File: config.mk
export PLATFORM = sky130hd
export DESIGN_NAME = vc_rr_arbiter_flat
export DESIGN_NICKNAME = d
export VERILOG_FILES = /design/src/rtl/vc_rr_arbiter_pkg.sv /design/src/rtl/vc_rr_arbiter_if.sv /design/src/rtl/vc_rr_arbiter_rr_pick.sv /design/src/rtl/vc_rr_arbiter.sv /design/src/flat_wrapper.sv
export SDC_FILE = /design/constraint.sdc
export NUM_CORES = 1
export LEC_CHECK = 0
export BUFFER_PORTS_ARGS = -buffer_cell sky130_fd_sc_hd__buf_4
export CORE_AREA = 2 2 44 46
export CTS_CLUSTER_DIAMETER = 40
export DETAILED_ROUTE_END_ITERATION = 7
export DIE_AREA = 0 0 46 48
export HOLD_SLACK_MARGIN = 0.08
export PLACE_DENSITY = 0.72
export SLEW_MARGIN = 20
export SYNTH_ARGS = -nofsm -noshare
export SYNTH_HDL_FRONTEND = slang
export SYNTH_SLANG_ARGS = --single-unit
File: constraint.sdc
create_clock -name clk -period 2 [get_ports clk]
set_input_delay 0.5 -clock clk [delete_from_list [all_inputs] [get_ports clk]]
set_output_delay 0.5 -clock clk [all_outputs]
set_load 0.02 [all_outputs]
File: src/rtl/vc_rr_arbiter_pkg.sv
// fc_pkg: shared constants and FSM state type for the VC round-robin arbiter
package fc_pkg;
  localparam int NUM_VC = 4;
  localparam int DEF_BURST_LEN = 4;
  typedef enum logic {ST_IDLE, ST_BURST} state_t;
endpackage

File: src/rtl/vc_rr_arbiter_if.sv
// vc_rr_arbiter_if: FIFO status in, pop/push strobes and mux selects out.
// master = arbiter side, slave = FIFO/datapath side.
interface vc_rr_arbiter_if;
  import fc_pkg::*;
  logic [NUM_VC-1:0] empty;
  logic [NUM_VC-1:0] continuar;
  logic out_almost_full;
  logic out_full;
  logic [NUM_VC-1:0] pop;
  logic [1:0] sel;
  logic push;
  logic [1:0] push_sel;
  logic busy;
  modport master (
    input  empty, continuar, out_almost_full, out_full,
    output pop, sel, push, push_sel, busy
  );
  modport slave (
    output empty, continuar, out_almost_full, out_full,
    input  pop, sel, push, push_sel, busy
  );
endinterface

File: src/rtl/vc_rr_arbiter_rr_pick.sv
// rr_pick: rotate-priority encoder; first set req in order last+1, last+2, last+3, last.
// Ports: req (requests), last (previous winner), gnt_idx (winner), any (some request set).
module rr_pick (
  input  logic [3:0] req,
  input  logic [1:0] last,
  output logic [1:0] gnt_idx,
  output logic       any
);
  // Scan from farthest to nearest so the nearest requester after last overwrites.
  always_comb begin
    gnt_idx = last;
    for (int k = 4; k >= 1; k--)
      if (req[last + 2'(k)]) gnt_idx = last + 2'(k);
  end
  assign any = |req;
endmodule

File: src/rtl/vc_rr_arbiter.sv
// vc_rr_arbiter: round-robin burst scheduler draining four VC FIFOs into one output FIFO.
// Ports: clk, reset (async, active-high); bus (master): empty/continuar/out_almost_full/out_full in,
// pop (combinational), sel, push, push_sel (registered), busy out.
module vc_rr_arbiter
  import fc_pkg::*;
#(
  parameter int BURST_LEN = DEF_BURST_LEN
) (
  input logic clk,
  input logic reset,
  vc_rr_arbiter_if.master bus
);
  localparam int CW = $clog2(BURST_LEN + 1);
  state_t state_q, state_d;
  logic [1:0] sel_q, sel_d, last_q, last_d, push_sel_q, gnt_idx;
  logic [CW-1:0] cnt_q, cnt_d;
  logic [3:0] eligible, pop;
  logic blocked, any, push_q;
  assign eligible = ~bus.empty & bus.continuar;
  assign blocked = bus.out_almost_full | bus.out_full;
  rr_pick u_pick (.req(eligible), .last(last_q), .gnt_idx(gnt_idx), .any(any));
  // pop is gated combinationally so an empty/paused/blocked VC is never read.
  always_comb begin
    state_d = state_q;
    sel_d = sel_q;
    last_d = last_q;
    cnt_d = cnt_q;
    pop = '0;
    if (state_q == ST_IDLE) begin
      if (any && !blocked) begin
        state_d = ST_BURST;
        sel_d = gnt_idx;
        last_d = gnt_idx;
        cnt_d = '0;
      end
    end else if (!eligible[sel_q]) begin
      state_d = ST_IDLE;
    end else if (!blocked) begin
      pop[sel_q] = 1'b1;
      cnt_d = cnt_q + CW'(1);
      state_d = (cnt_q == CW'(BURST_LEN - 1)) ? ST_IDLE : ST_BURST;
    end
  end
  always_ff @(posedge clk or posedge reset) begin
    if (reset) begin
      state_q <= ST_IDLE;
      sel_q <= '0;
      last_q <= 2'd3;
      cnt_q <= '0;
      push_q <= 1'b0;
      push_sel_q <= '0;
    end else begin
      state_q <= state_d;
      sel_q <= sel_d;
      last_q <= last_d;
      cnt_q <= cnt_d;
      push_q <= |pop;
      push_sel_q <= sel_q;
    end
  end
  assign bus.pop = pop;
  assign bus.sel = sel_q;
  assign bus.push = push_q;
  assign bus.push_sel = push_sel_q;
  assign bus.busy = (state_q == ST_BURST);
endmodule

File: src/flat_wrapper.sv
// flat-port wrapper written by rule: the top's interface ports become plain ports
module vc_rr_arbiter_flat import fc_pkg::*;
#(
  parameter int BURST_LEN = DEF_BURST_LEN
)
  (clk, reset, bus_empty, bus_continuar, bus_out_almost_full, bus_out_full, bus_pop, bus_sel, bus_push, bus_push_sel, bus_busy);
  vc_rr_arbiter_if bus_i ();
  input logic clk;
  input logic reset;
  input wire logic [$bits(bus_i.empty)-1:0] bus_empty;
  input wire logic [$bits(bus_i.continuar)-1:0] bus_continuar;
  input wire logic [$bits(bus_i.out_almost_full)-1:0] bus_out_almost_full;
  input wire logic [$bits(bus_i.out_full)-1:0] bus_out_full;
  output wire logic [$bits(bus_i.pop)-1:0] bus_pop;
  output wire logic [$bits(bus_i.sel)-1:0] bus_sel;
  output wire logic [$bits(bus_i.push)-1:0] bus_push;
  output wire logic [$bits(bus_i.push_sel)-1:0] bus_push_sel;
  output wire logic [$bits(bus_i.busy)-1:0] bus_busy;
  assign bus_i.empty = bus_empty;
  assign bus_i.continuar = bus_continuar;
  assign bus_i.out_almost_full = bus_out_almost_full;
  assign bus_i.out_full = bus_out_full;
  assign bus_pop = bus_i.pop;
  assign bus_sel = bus_i.sel;
  assign bus_push = bus_i.push;
  assign bus_push_sel = bus_i.push_sel;
  assign bus_busy = bus_i.busy;
  vc_rr_arbiter #(.BURST_LEN(BURST_LEN)) u_core (.clk(clk), .reset(reset), .bus(bus_i));
endmodule
## Yosys cells after proc, flatten, opt, wreduce, memory -nomap -nowiden

Index checks and enable logic that the tools add are counted.
Widths: inputs -> output; s select.

- Register bits: 11
- Input bits: 12
- Output and inout bits: 10

- $add $sub $neg: 4
- Magnitude comparators: 5
- Eq/ne operators: 3
- Mux-type cells: 25
- Bitwise logic cells: 4
- Reduce and logical (&&, ||, !) cells: 8

Operator list:

| operator | number |
|---|---|
| $lt 2x3->1 const B | 4 |
| $mux 3 | 4 |
| $mux 4 | 3 |
| $mux 1 | 10 |
| $bmux 1 s2 | 4 |
| $reduce_or 4->1 | 2 |
| $mux 2 | 3 |
| $add 2x2->2 const B | 2 |
| $and 4x4->4 | 1 |
| $ne 2x2->1 const B | 2 |
| $not 4->4 | 1 |
| $add 3x1->3 const B | 1 |
| $eq 3x2->1 const B | 1 |
| $reduce_and 3->1 | 1 |
| $add 2x1->2 const B | 1 |
| $demux 1 s2 | 1 |
| $ge 2x1->1 const B | 1 |
| $logic_and 1x1->1 | 2 |
| $reduce_and 2->1 | 1 |
| $reduce_bool 2->1 | 1 |
| $logic_not 1->1 | 1 |
| $not 1->1 | 1 |
| $or 1x1->1 | 1 |

## Logic depth before layout (Yosys ltp)

Gate-level depths: netlist (run 1).

- Depth after elaboration: 8
- Mapped depth: 5
- Gate-level depth less buffers: 5

## Hierarchy

Synthesis (run 1) repeated with hierarchy kept, for this count alone.

- Cells, all modules: 60
- Area, all modules: 641.9 µm²

By module, submodules not included:

| module | instances | cells each | area an instance (µm²) | seq. area each (µm²) |
|---|---|---|---|---|
| vc_rr_arbiter | 1 | 46 | 559.3 | 277.8 |
| rr_pick | 1 | 14 | 82.6 | 0.0 |

## Worst setup path after synthesis (run 1)

No wires, ideal clock.

- Path kind: reg2out
- From: register u_core.sel_q[0] (netlist: u_core.bus.sel[0])
- To: output port bus_pop[0]
- Arrival: 1892 ps
- Required time: 1500 ps
- Slack: -392 ps
- Cell stages (with the launch flop): 5
- Path buffers: 0
- Cells stage by stage: dfrtp_1 or3b_1 a32oi_2 nand4_4 nor3_1

- Cells in the longest elaborated chain, start to end: 7
- Elaborated cells on any way between the ends: 10

Ends and longest elaborated chain:

| element | line | source |
|---|---|---|
| start, declared | vc_rr_arbiter.sv:15 | `logic [1:0] sel_q, sel_d, last_q, last_d, push_sel_q, gnt_idx;` |
| start signal, assigned | vc_rr_arbiter.sv:54 | `sel_q <= sel_d;` |
| $lt 2x3->1 (implied by the code) / $ge 2x1->1 (equally long branches) | vc_rr_arbiter.sv:39 | `pop[sel_q] = 1'b1;` |
| $logic_and 1x1->1 (implied by the code) | vc_rr_arbiter.sv:39 |  |
| $mux 1 (implied by the code) | vc_rr_arbiter.sv:39 |  |
| $demux 1 s2 | - |  |
| $mux 4 | vc_rr_arbiter.sv:38 | `end else if (!blocked) begin` |
| $mux 4 * | vc_rr_arbiter.sv:36 | `end else if (!eligible[sel_q]) begin` |
| $mux 4 * | vc_rr_arbiter.sv:29 | `if (state_q == ST_IDLE) begin` |
| end, declared | flat_wrapper.sv:14 | `output wire logic [$bits(bus_i.pop)-1:0] bus_pop;` |

Every way passes the cells marked *; elsewhere a longest branch is shown, timed or not. The select of a mux whose other input is x is not followed.

## Final worst setup path (run 1)

- From: register u_core.sel_q[0] (netlist: u_core.bus.sel[0])
- To: output port bus_pop[2]

Same word-level chain as after synthesis.

==> impl_metrics.csv, run 1 <==
group,metric,value,unit
synth,yosysMostFrequentCell,"nand2_1",
detailed_routing,drt_iter0_drc,22,
critical_path,reg2regPathDepth,6,
detailed_routing,drt-total-wl,1.67,mm
cts,cts_tree,"yes",
synth,synth_seq_cells,11,
synth,synth_fp_nets,86,
floorplanning,die_w,46,microns
critical_path,arrival,1.89,ns
global_route,antenna_found_initial,0,
place,gp_congestion,0.844,
sta,finalSetupViolCount,4,
final_layout,n_fill_cell,132,
sta,slew_headroom,0.712,
power_and_ir_drop,total_power,1.14,mW
detailed_routing,routed_via_density,5.40,
global_route,first_global_vias,628,
synth,synth_top_area_frac,0.317,
floorplanning,io-pin-count,22,
critical_path,reg2reg_slack,0.17,ns
floorplanning,rows,15,
synth,synth_area_leaders,"dfrtp_1 (32%), dfstp_2 (7.4%), mux2i_1 (5.6%)",
critical_path,worstSetupPathType,"reg2out",
detailed_routing,drt_first_pass_iters,4,
outcome,outcome,"finished, violations left",
cts,clockBufferDepth,2,
synth,synth_area_leader_cell,"dfrtp_1",
power_and_ir_drop,p_leak,0.535,nW
floorplanning,die_y,48,microns
cts,clk_pin_slew,0.07,ns
min_path,hp-class,"in2async",
sta,hold_violations,0,
critical_path,critPathSlowestCell,"dfrtp_2",
final_layout,layout-drive-gt1-share,0.474,
critical_path,crit_chain,"or3b_4, a32oi_4, nand4_4, nor3b_4, buf_6",
global_route,track_usage,0.174,
critical_path,worstReg2RegStart,"u_core.bus.sel[0]",
sta,period_share,1.20,
critical_path,cp-start-kind,"flop",
critical_path,cp-endpoint,"bus_pop[2]",
cts,root_buffer,"clkbuf_4",
synth,avgSynthCellArea,9.87,sq um
floorplanning,start_util,0.421,
floorplanning,core_area,1690,sq um
sta,rsz0062_at_grt,"yes",
critical_path,cp-startpoint,"u_core.bus.sel[0]",
run,maxCapViolCount,0,
synth,syn_area,711,sq um
global_route,grt_max_degree,12,
synth,synth.top_cells.by_count,"nand2_1 (10), dfrtp_1 (9), inv_1 (7)",
place,portBuffers,21,
cts,cts_hold_buffers,0,
final_layout,area_growth,55.6,%
detailed_routing,drcViolationCount,0,
synth,ys_seq_area_frac,0.391,
outcome,violations,"setup timing",
detailed_routing,ant_nets,0,
place,dp_hpwl,1.35,mm
cts,numCtsBuffers,3,
synth,synth_cell_types,28,
sta,maxSlewViolCount,0,
final_layout,nets,129,
critical_path,worstPathRequired,1.50,ns
sta,finalWorstSetupSlack,-0.392,ns
cts,cts.htree.levels,1,
synth,synth_edf_count,0,
critical_path,crit_path_end_kind,"output pin",
global_route,grt_overflow_total,0,
sta,skew,0.00321,ns
detailed_routing,detail_route.wl_per_cell,12.8,microns
power_and_ir_drop,p_per_area,1030,nW/um^2
final_layout,antennaDiodeCount,0,
sta,final.setup.tns,-1.37,ns
cts,clock_sinks,11,
critical_path,cp_slowest_stage_delay,0.41,ns
detailed_routing,vias,708,
synth,yosys_warnings,0,
sta,worst_pin_slew,0.427,ns
sta,min_period,2.39,ns
synth,synth_cells,72,
sta,fmax,418,MHz
global_route,grt_first_pass_wirelength,2.65,mm
synth,synth-main-ff-cell,"dfrtp_1",
floorplanning,die-area,2210,sq um
synth,synthArstFlopShare,1.00,
critical_path,crit_fanout,5,
power_and_ir_drop,ir_drop,639,uV
critical_path,r2r-end,"u_core.cnt_q[0]",
cts,clock_latency,0.27,ns
[routing by layer]
metal / GRT usage / vias to the layer above / part of all wire / wire length, microns
met5: 0 / - / 0 / 0
li1: - / 351 / - / -
met1: 0.206 / 330 / 0.43 / 725
met2: 0.297 / 23 / 0.50 / 832
met4: 0.0571 / 0 / 0.016 / 26
met3: 0.0566 / 4 / 0.051 / 86
[cells in the final DEF (no fill, tap or decap), types with 2 or more instances in the layout]
cell	count
buf_4	34
nand2_1	10
dfrtp_1	8
inv_1	7
nor2b_1	5
mux2i_1	4
buf_6	4
nand3b_1	3
nand2b_1	3
a211oi_1	3
clkbuf_4	3
nor3_1	2
o221ai_1	2
nor3_4	2
nor4_1	2
ha_1	2
dfstp_2	2
[state kept, by name, summed over array words and instances (netlist names)]
signal,flops
u_core.cnt_q,3
u_core.bus.push_sel,2
u_core.bus.sel,2
u_core.last_q,2
u_core.bus.busy,1
u_core.bus.push,1
[power by group]
part	switching [mW]	internal [mW]
clock	0.0759	0.0741
sequential	0.0816	0.316
combinational	0.315	0.278
total	0.472	0.669
[metrics by stage]
step / area (sq um) / cells / util / setup WS [ns] / hold slack, ns
4_1_cts: 1070 / 129 / 0.636 / -0.384 / 0.218
3_5_place_dp: 1030 / 124 / 0.608 / -0.342 / 0.502
5_1_grt: 1110 / 131 / 0.655 / -0.459 / 0.232
3_3_place_gp: 1030 / 124 / 0.608 / -0.323 / 0.468
6_report: 1110 / 131 / 0.655 / -0.392 / 0.212
2_1_floorplan: 743 / 72 / - / -0.212 / 0.351
[kinds of logic after synthesis]
logic type / share of synthesized area
buffers and inverters: 0.0370
adder cells (fa/ha/maj): 0.0352
AO/OA/AOI/OAI: 0.171
AND/OR/NAND/NOR: 0.310
flip-flops: 0.391
multiplexers: 0.0563
[timing repair]
item	in CTS	in global routing
setup endpoints to repair	4	4
setup buffers	1	2
pin swaps	0	3
resized for setup	3	3
[worst min path at each step]
stage                startpoint          endpoint  slack, ns  depth (start not counted)
2_1_floorplan             reset   u_core.bus.busy       0.35                          1
5_1_grt                   reset   u_core.bus.busy       0.23                          2
4_1_cts                   reset   u_core.bus.busy       0.22                          2
3_3_place_gp    u_core.cnt_q[0]   u_core.cnt_q[0]       0.47                          1
3_5_place_dp   u_core.last_q[1]  u_core.last_q[1]       0.50                          2
6_report                  reset   u_core.bus.busy       0.21                          2
[critical path: cells and delay by family (launching register included)]
family | cells | cell delay [ns]
simple gates | 3 | 0.80
buf+inv | 1 | 0.14
flops | 1 | 0.41
compound gates | 1 | 0.27
[final cells by class]
class | count | area (sq um) | area share
Tap cell | 17 | 21.3 | 0.0192
Inverter | 7 | 26.3 | 0.0238
Sequential cell | 11 | 279 | 0.252
Clock inverter | 1 | 5.00 | 0.00452
Clock buffer | 3 | 22.5 | 0.0204
Multi-Input combinational cell | 54 | 452 | 0.408
Timing Repair Buffer | 38 | 300 | 0.271
(Power assumes the default switching activity.)
==> run 2, diff against run 1 <==
Settings changed: RECOVER_POWER set to 25.
==> run 2 against run 1 <==
  * The flow still finishes with violations (setup timing)
  * Flip-flop and latch count is the same
  * Setup slack is essentially flat
  * Maximum frequency is the same
  * Sequential power is essentially flat
  * Power is essentially flat
==> impl_metrics.csv, run 2 (synthesis results as in run 1) <==
group,metric,value,unit
final_layout,final_common_cell,"buf_4",
power_and_ir_drop,total_power,1.14,mW
final_layout,final_cell_mix,"buf_4 (33), nand2_1 (10), dfrtp_1 (8)",
global_route,grt_max_degree,12,
cts,cts_tree,"yes",
detailed_routing,drt-total-wl,1.67,mm
critical_path,cp-start-kind,"flop",
detailed_routing,drt_iter0_drc,22,
critical_path,reg2reg_slack,0.17,ns
final_layout,antennaDiodeCount,0,
global_route,first_global_vias,628,
sta,min_period,2.39,ns
detailed_routing,routed_via_density,5.40,
cts,clk_pin_slew,0.07,ns
final_layout,regMostFlops,"u_core.cnt_q",
global_route,grt_first_pass_wirelength,2.65,mm
cts,cts.htree.levels,1,
detailed_routing,vias,708,
final_layout,largest_reg_flops,3,
critical_path,crit_path_end_kind,"output pin",
floorplanning,die_y,48,microns
sta,worst_pin_slew,0.427,ns
floorplanning,rows,15,
sta,period_share,1.20,
floorplanning,die-area,2210,sq um
cts,root_buffer,"clkbuf_4",
detailed_routing,ant_nets,0,
critical_path,worstReg2RegStart,"u_core.bus.sel[0]",
critical_path,crit_fanout,5,
place,dp_cells,124,
global_route,grt_overflow_total,0,
sta,skew,0.00321,ns
critical_path,arrival,1.89,ns
global_route,track_usage,0.174,
critical_path,cp-startpoint,"u_core.bus.sel[0]",
sta,finalSetupViolCount,4,
power_and_ir_drop,ir_drop,639,uV
final_layout,area_growth,55.6,%
final_layout,stdcell_area,1110,sq um
sta,fmax,418,MHz
critical_path,r2r-end,"u_core.cnt_q[0]",
sta,rsz0062_at_grt,"yes",
sta,finalWorstSetupSlack,-0.392,ns
critical_path,worstPathRequired,1.50,ns
final_layout,final_cell_count_no_fill,131,
sta,hold_ws,0.213,ns
run,maxCapViolCount,0,
critical_path,cp-endpoint,"bus_pop[2]",
cts,clock_latency,0.27,ns
cts,clockBufferDepth,2,
final_layout,nets,129,
final_layout,n_fill_cell,132,
detailed_routing,detail_route.wl_per_cell,12.7,microns
cts,clock_sinks,11,
final_layout,layout-drive-gt1-share,0.474,
critical_path,reg2regPathDepth,6,
power_and_ir_drop,p_per_area,1030,nW/um^2
outcome,violations,"setup timing",
floorplanning,die_w,46,microns
cts,numCtsBuffers,3,
place,dp_hpwl,1.35,mm
detailed_routing,drt_first_pass_iters,4,
detailed_routing,drcViolationCount,0,
floorplanning,io-pin-count,22,
global_route,antenna_found_initial,0,
sta,maxSlewViolCount,0,
sta,hold_violations,0,
critical_path,worstSetupPathType,"reg2out",
place,portBuffers,21,
place,gp_congestion,0.844,
floorplanning,start_util,0.421,
sta,slew_headroom,0.712,
floorplanning,core_area,1690,sq um
power_and_ir_drop,p_leak,0.535,nW
min_path,hp-class,"in2async",
outcome,outcome,"finished, violations left",
place,dpl-instance-area,1030,sq um
[run 2: cell count changes in the layout (fill, tap and decap cells not counted)]
cell      delta
clkbuf_4     +1
buf_4        -1
[run 2: power breakdown]
part	total [mW]	leakage [nW]	internal, mW	switching, mW
Sequential	0.398	0.134	0.316	0.0816
Combinational	0.593	0.383	0.278	0.315
Clock	0.150	0.0177	0.0741	0.0759
Total	1.14	0.535	0.669	0.472
[run 2: critical path: stages, from the launching register on]
cell	delay, ns
dfrtp_2	0.41
or3b_4	0.38
a32oi_4	0.27
nand4_4	0.20
nor3b_4	0.22
buf_6	0.14
[run 2: layer usage]
metal / global-route usage / wire (microns) / vias to the layer above
met5: 0 / 0 / -
met4: 0.0571 / 26 / 0
met3: 0.0566 / 86 / 4
met2: 0.297 / 832 / 23
met1: 0.206 / 723 / 330
li1: - / - / 351
[run 2: area by class of cell]
class / instances / area, sq um / area share
multi-input cells: 54 / 452 / 0.408
flip-flops and latches: 11 / 279 / 0.252
repair buffers: 38 / 300 / 0.271
clock buffers: 3 / 22.5 / 0.0204
clock inverters: 1 / 5.00 / 0.00452
well taps: 17 / 21.3 / 0.0192
inverters: 7 / 26.3 / 0.0238
[run 2: repair_timing]
item	in CTS	in global routing
hold buffers	0	0
setup endpoints to repair	4	4
resized for setup	3	3
buffers inserted	1	2
pin swaps	0	3
endpoints found under the hold margin	0	0
[run 2: how the worst min path moves through the flow]
stage                startpoint          endpoint  slack (ns)  cells past startpoint
2_1_floorplan             reset   u_core.bus.busy        0.35                      1
3_3_place_gp    u_core.cnt_q[0]   u_core.cnt_q[0]        0.47                      1
3_5_place_dp   u_core.last_q[1]  u_core.last_q[1]        0.50                      2
4_1_cts                   reset   u_core.bus.busy        0.22                      2
5_1_grt                   reset   u_core.bus.busy        0.23                      2
6_report                  reset   u_core.bus.busy        0.21                      2
[run 2: stage by stage]
step | setup slack (ns) | util | setup TNS (ns)
2_1_floorplan | -0.212 | - | -0.685
3_3_place_gp | -0.323 | 0.608 | -1.11
3_5_place_dp | -0.342 | 0.608 | -1.19
4_1_cts | -0.384 | 0.636 | -1.37
5_1_grt | -0.459 | 0.655 | -1.64
6_report | -0.392 | 0.655 | -1.37
==> run 3, diff against run 2 <==
Settings changed: ABC_AREA set to 1, CELL_PAD_IN_SITES_DETAIL_PLACEMENT set to 0, CELL_PAD_IN_SITES_GLOBAL_PLACEMENT set to 1, CORE_AREA 2 2 44 46 to 2 2 42 72, DIE_AREA 0 0 46 48 to 0 0 44 74, PLACE_DENSITY 0.72 to unset, PLACE_DENSITY_LB_ADDON set to 0.1.
==> run 3 against run 2 <==
  * The flow still finishes with violations (setup timing)
  * Sequential share of layout area grew 0.11 points
  * Clock-buffer cell count grew 1
  * Routed wire length grew 22%
  * Via count grew 12%
  * Hold slack gained 0.042 ns
  * Sequential power grew 8.8%
  * Clock power grew 49%
  * Non-clock buffer count shrank 8
  * Critical endpoint is now bus_pop[0]
  * Largest cell class unchanged
  * Largest power group unchanged
  * Highest routed layer unchanged
==> impl_metrics.csv, run 3 <==
group,metric,value,unit
synth,synth_seq_cells,11,
critical_path,arrival,1.51,ns
critical_path,critical_path.top_delay_family,"simple AND/OR/NAND/NOR gates",
final_layout,layout-drive-gt1-share,0.390,
cts,clock_sinks,11,
critical_path,crit_chain,"inv_2, nor2_1, nand2_1, nand4_4, nor2_4, nand2_4, nor3_4, buf_6",
power_and_ir_drop,p_clk_frac,0.154,
floorplanning,die_w,44,microns
sta,finalWorstSetupSlack,-0.00676,ns
sta,worst_pin_slew,0.425,ns
power_and_ir_drop,power.internal,0.813,mW
detailed_routing,met3_length,39,microns
cts,cts.htree.levels,1,
cts,root_buffer,"clkbuf_8",
detailed_routing,detail_route.wl_per_cell,11.8,microns
floorplanning,start_util,0.292,
global_route,track_usage,0.145,
final_layout,stdcell_area,1100,sq um
power_and_ir_drop,p_switching,0.639,mW
critical_path,crit_buf_inv,2,
power_and_ir_drop,p_per_area,1320,nW/um^2
synth,syn_area,785,sq um
critical_path,cp_slowest_stage_delay,0.44,ns
place,gp_congestion,0.850,
cts,clk_pin_slew,0.05,ns
detailed_routing,route.met2.wl,1.28,mm
sta,maxSlewViolCount,0,
final_layout,final_cell_mix,"nand2_1 (35), buf_4 (29), inv_1 (14)",
sta,period_share,1.00,
critical_path,crit_path_end_kind,"output pin",
synth,yosysMostFrequentCell,"nand2_1",
sta,fmax,498,MHz
cts,clockBufferDepth,2,
floorplanning,die-area,3260,sq um
critical_path,worstSetupPathType,"reg2out",
min_path,hp-class,"in2async",
global_route,grt_max_degree,12,
detailed_routing,drt-total-wl,2.04,mm
outcome,violations,"setup timing",
critical_path,cp-start-kind,"flop",
synth,avgSynthCellArea,6.88,sq um
global_route,first_global_vias,817,
synth,synthArstFlopShare,1.00,
place,dp_hpwl,1.59,mm
final_layout,final_util,0.409,
sta,finalSetupViolCount,1,
final_layout,nets,161,
synth,yosys_warnings,0,
global_route,grt_overflow_total,0,
synth,synth_cell_types,23,
synth,synth_area_leaders,"dfrtp_1 (29%), nand2_1 (17%), inv_1 (7.2%)",
final_layout,area_growth,40.4,%
place,portBuffers,21,
cts,clock_latency,0.24,ns
run,maxCapViolCount,0,
global_route,grt_first_pass_wirelength,3.39,mm
final_layout,final_common_cell,"nand2_1",
detailed_routing,ant_nets,0,
place,pre_cts_slack,0.0349,ns
synth,ys_seq_area_frac,0.354,
detailed_routing,drt-met1-wl,680,microns
synth,synth_top_area_frac,0.287,
final_layout,regMostFlops,"u_core.cnt_q",
critical_path,crit_fanout,6,
cts,cts_tree,"yes",
power_and_ir_drop,ir_drop,613,uV
sta,final.setup.tns,-0.00676,ns
floorplanning,io-pin-count,22,
power_and_ir_drop,swShare,0.440,
power_and_ir_drop,pwr-share-comb,0.547,
sta,slew_headroom,0.716,
final_layout,largest_reg_flops,3,
detailed_routing,drt_iter0_drc,22,
synth,synth_area_leader_cell,"dfrtp_1",
sta,rsz0062_at_grt,"yes",
outcome,outcome,"finished, violations left",
synth,synth-main-ff-cell,"dfrtp_1",
critical_path,critPathSlowestCell,"dfrtp_2",
synth,synth_edf_count,0,
global_route,antenna_found_initial,0,
sta,skew,0.00597,ns
detailed_routing,drt_first_pass_iters,4,
detailed_routing,highest_layer,"met4",
sta,min_period,2.01,ns
sta,hold_violations,0,
critical_path,worstPathRequired,1.50,ns
synth,synth_cells,114,
power_and_ir_drop,p_leak,0.620,nW
floorplanning,rows,25,
power_and_ir_drop,power_frac_seq,0.298,
detailed_routing,vias,796,
final_layout,antennaDiodeCount,0,
synth,synth.top_cells.by_count,"nand2_1 (35), inv_1 (15), nor2_1 (11)",
detailed_routing,routed_via_density,4.60,
place,dpl-instance-area,968,sq um
floorplanning,die_y,74,microns
floorplanning,core_area,2690,sq um
detailed_routing,drcViolationCount,0,
synth,synth_fp_nets,128,
cts,numCtsBuffers,3,
## run 3: cell types whose count changed after synthesis, sizes merged, moves of 3 or more
cell    change
a211oi      -3
inv        +12
nor2       +16
nand2b      -3
o21ai       +4
nand2      +29
nor2b       -5
nand3      +10
mux2i       -4
## run 3: logic make-up after synthesis
family	synth area share
flops	0.354
buf+inv	0.134
fa+ha+maj	0.0319
simple gates	0.431
compound gates	0.0494
## run 3: path summary, 6_finish.rpt
check / from / end / slack (ns) / cells after the start
hold reg to reg: u_core.bus.sel[1] / u_core.bus.push_sel[1] / 0.47 / 0
setup / recovery: u_core.bus.sel[1] / bus_pop[0] / -0.007 / 8
min in group clk: u_core.bus.sel[1] / u_core.bus.push_sel[1] / 0.47 / 0
setup reg to reg: u_core.bus.sel[1] / u_core.cnt_q[0] / 0.45 / 10
max in group asynchronous: reset / u_core.last_q[0] / 1.41 / 2
hold / removal: reset / u_core.cnt_q[2] / 0.25 / 2
## run 3: stage by stage
stage,total power [mW],hold slack (ns),cells
final,1.45,0.254,173
after global routing,1.59,0.304,173
after CTS,1.38,0.272,170
after detailed placement,1.09,0.495,162
after global placement,1.09,0.483,162
after floorplan,0.911,0.351,114
## run 3: timing repair
item,CTS,global route
pin swaps,1,2
buffers inserted,4,3
resized for setup,4,4
hold buffers,0,0
endpoints found under the setup margin,4,4
## run 3: metal layers
layer	up-vias	track usage
li1	413	-
met1	370	0.129
met2	9	0.273
met3	4	0.0218
met4	0	0.118
met5	-	0
## run 3: cell type report
| class | count | area [sq um] |
|---|---|---|
| well taps | 27 | 33.8 |
| inverters | 20 | 82.6 |
| multi-input cells | 81 | 432 |
| clock buffers | 4 | 45.0 |
| flip-flops and latches | 11 | 279 |
| repair buffers | 30 | 229 |
| fillers | 302 | 1590 |
## run 3: power groups by stage
stage,Clock [mW],Sequential [mW],Combinational (mW)
2_1_floorplan,0,0.441,0.470
3_3_place_gp,0,0.435,0.659
3_5_place_dp,0,0.436,0.655
4_1_cts,0.232,0.435,0.711
5_1_grt,0.241,0.449,0.903
6_report,0.224,0.433,0.795
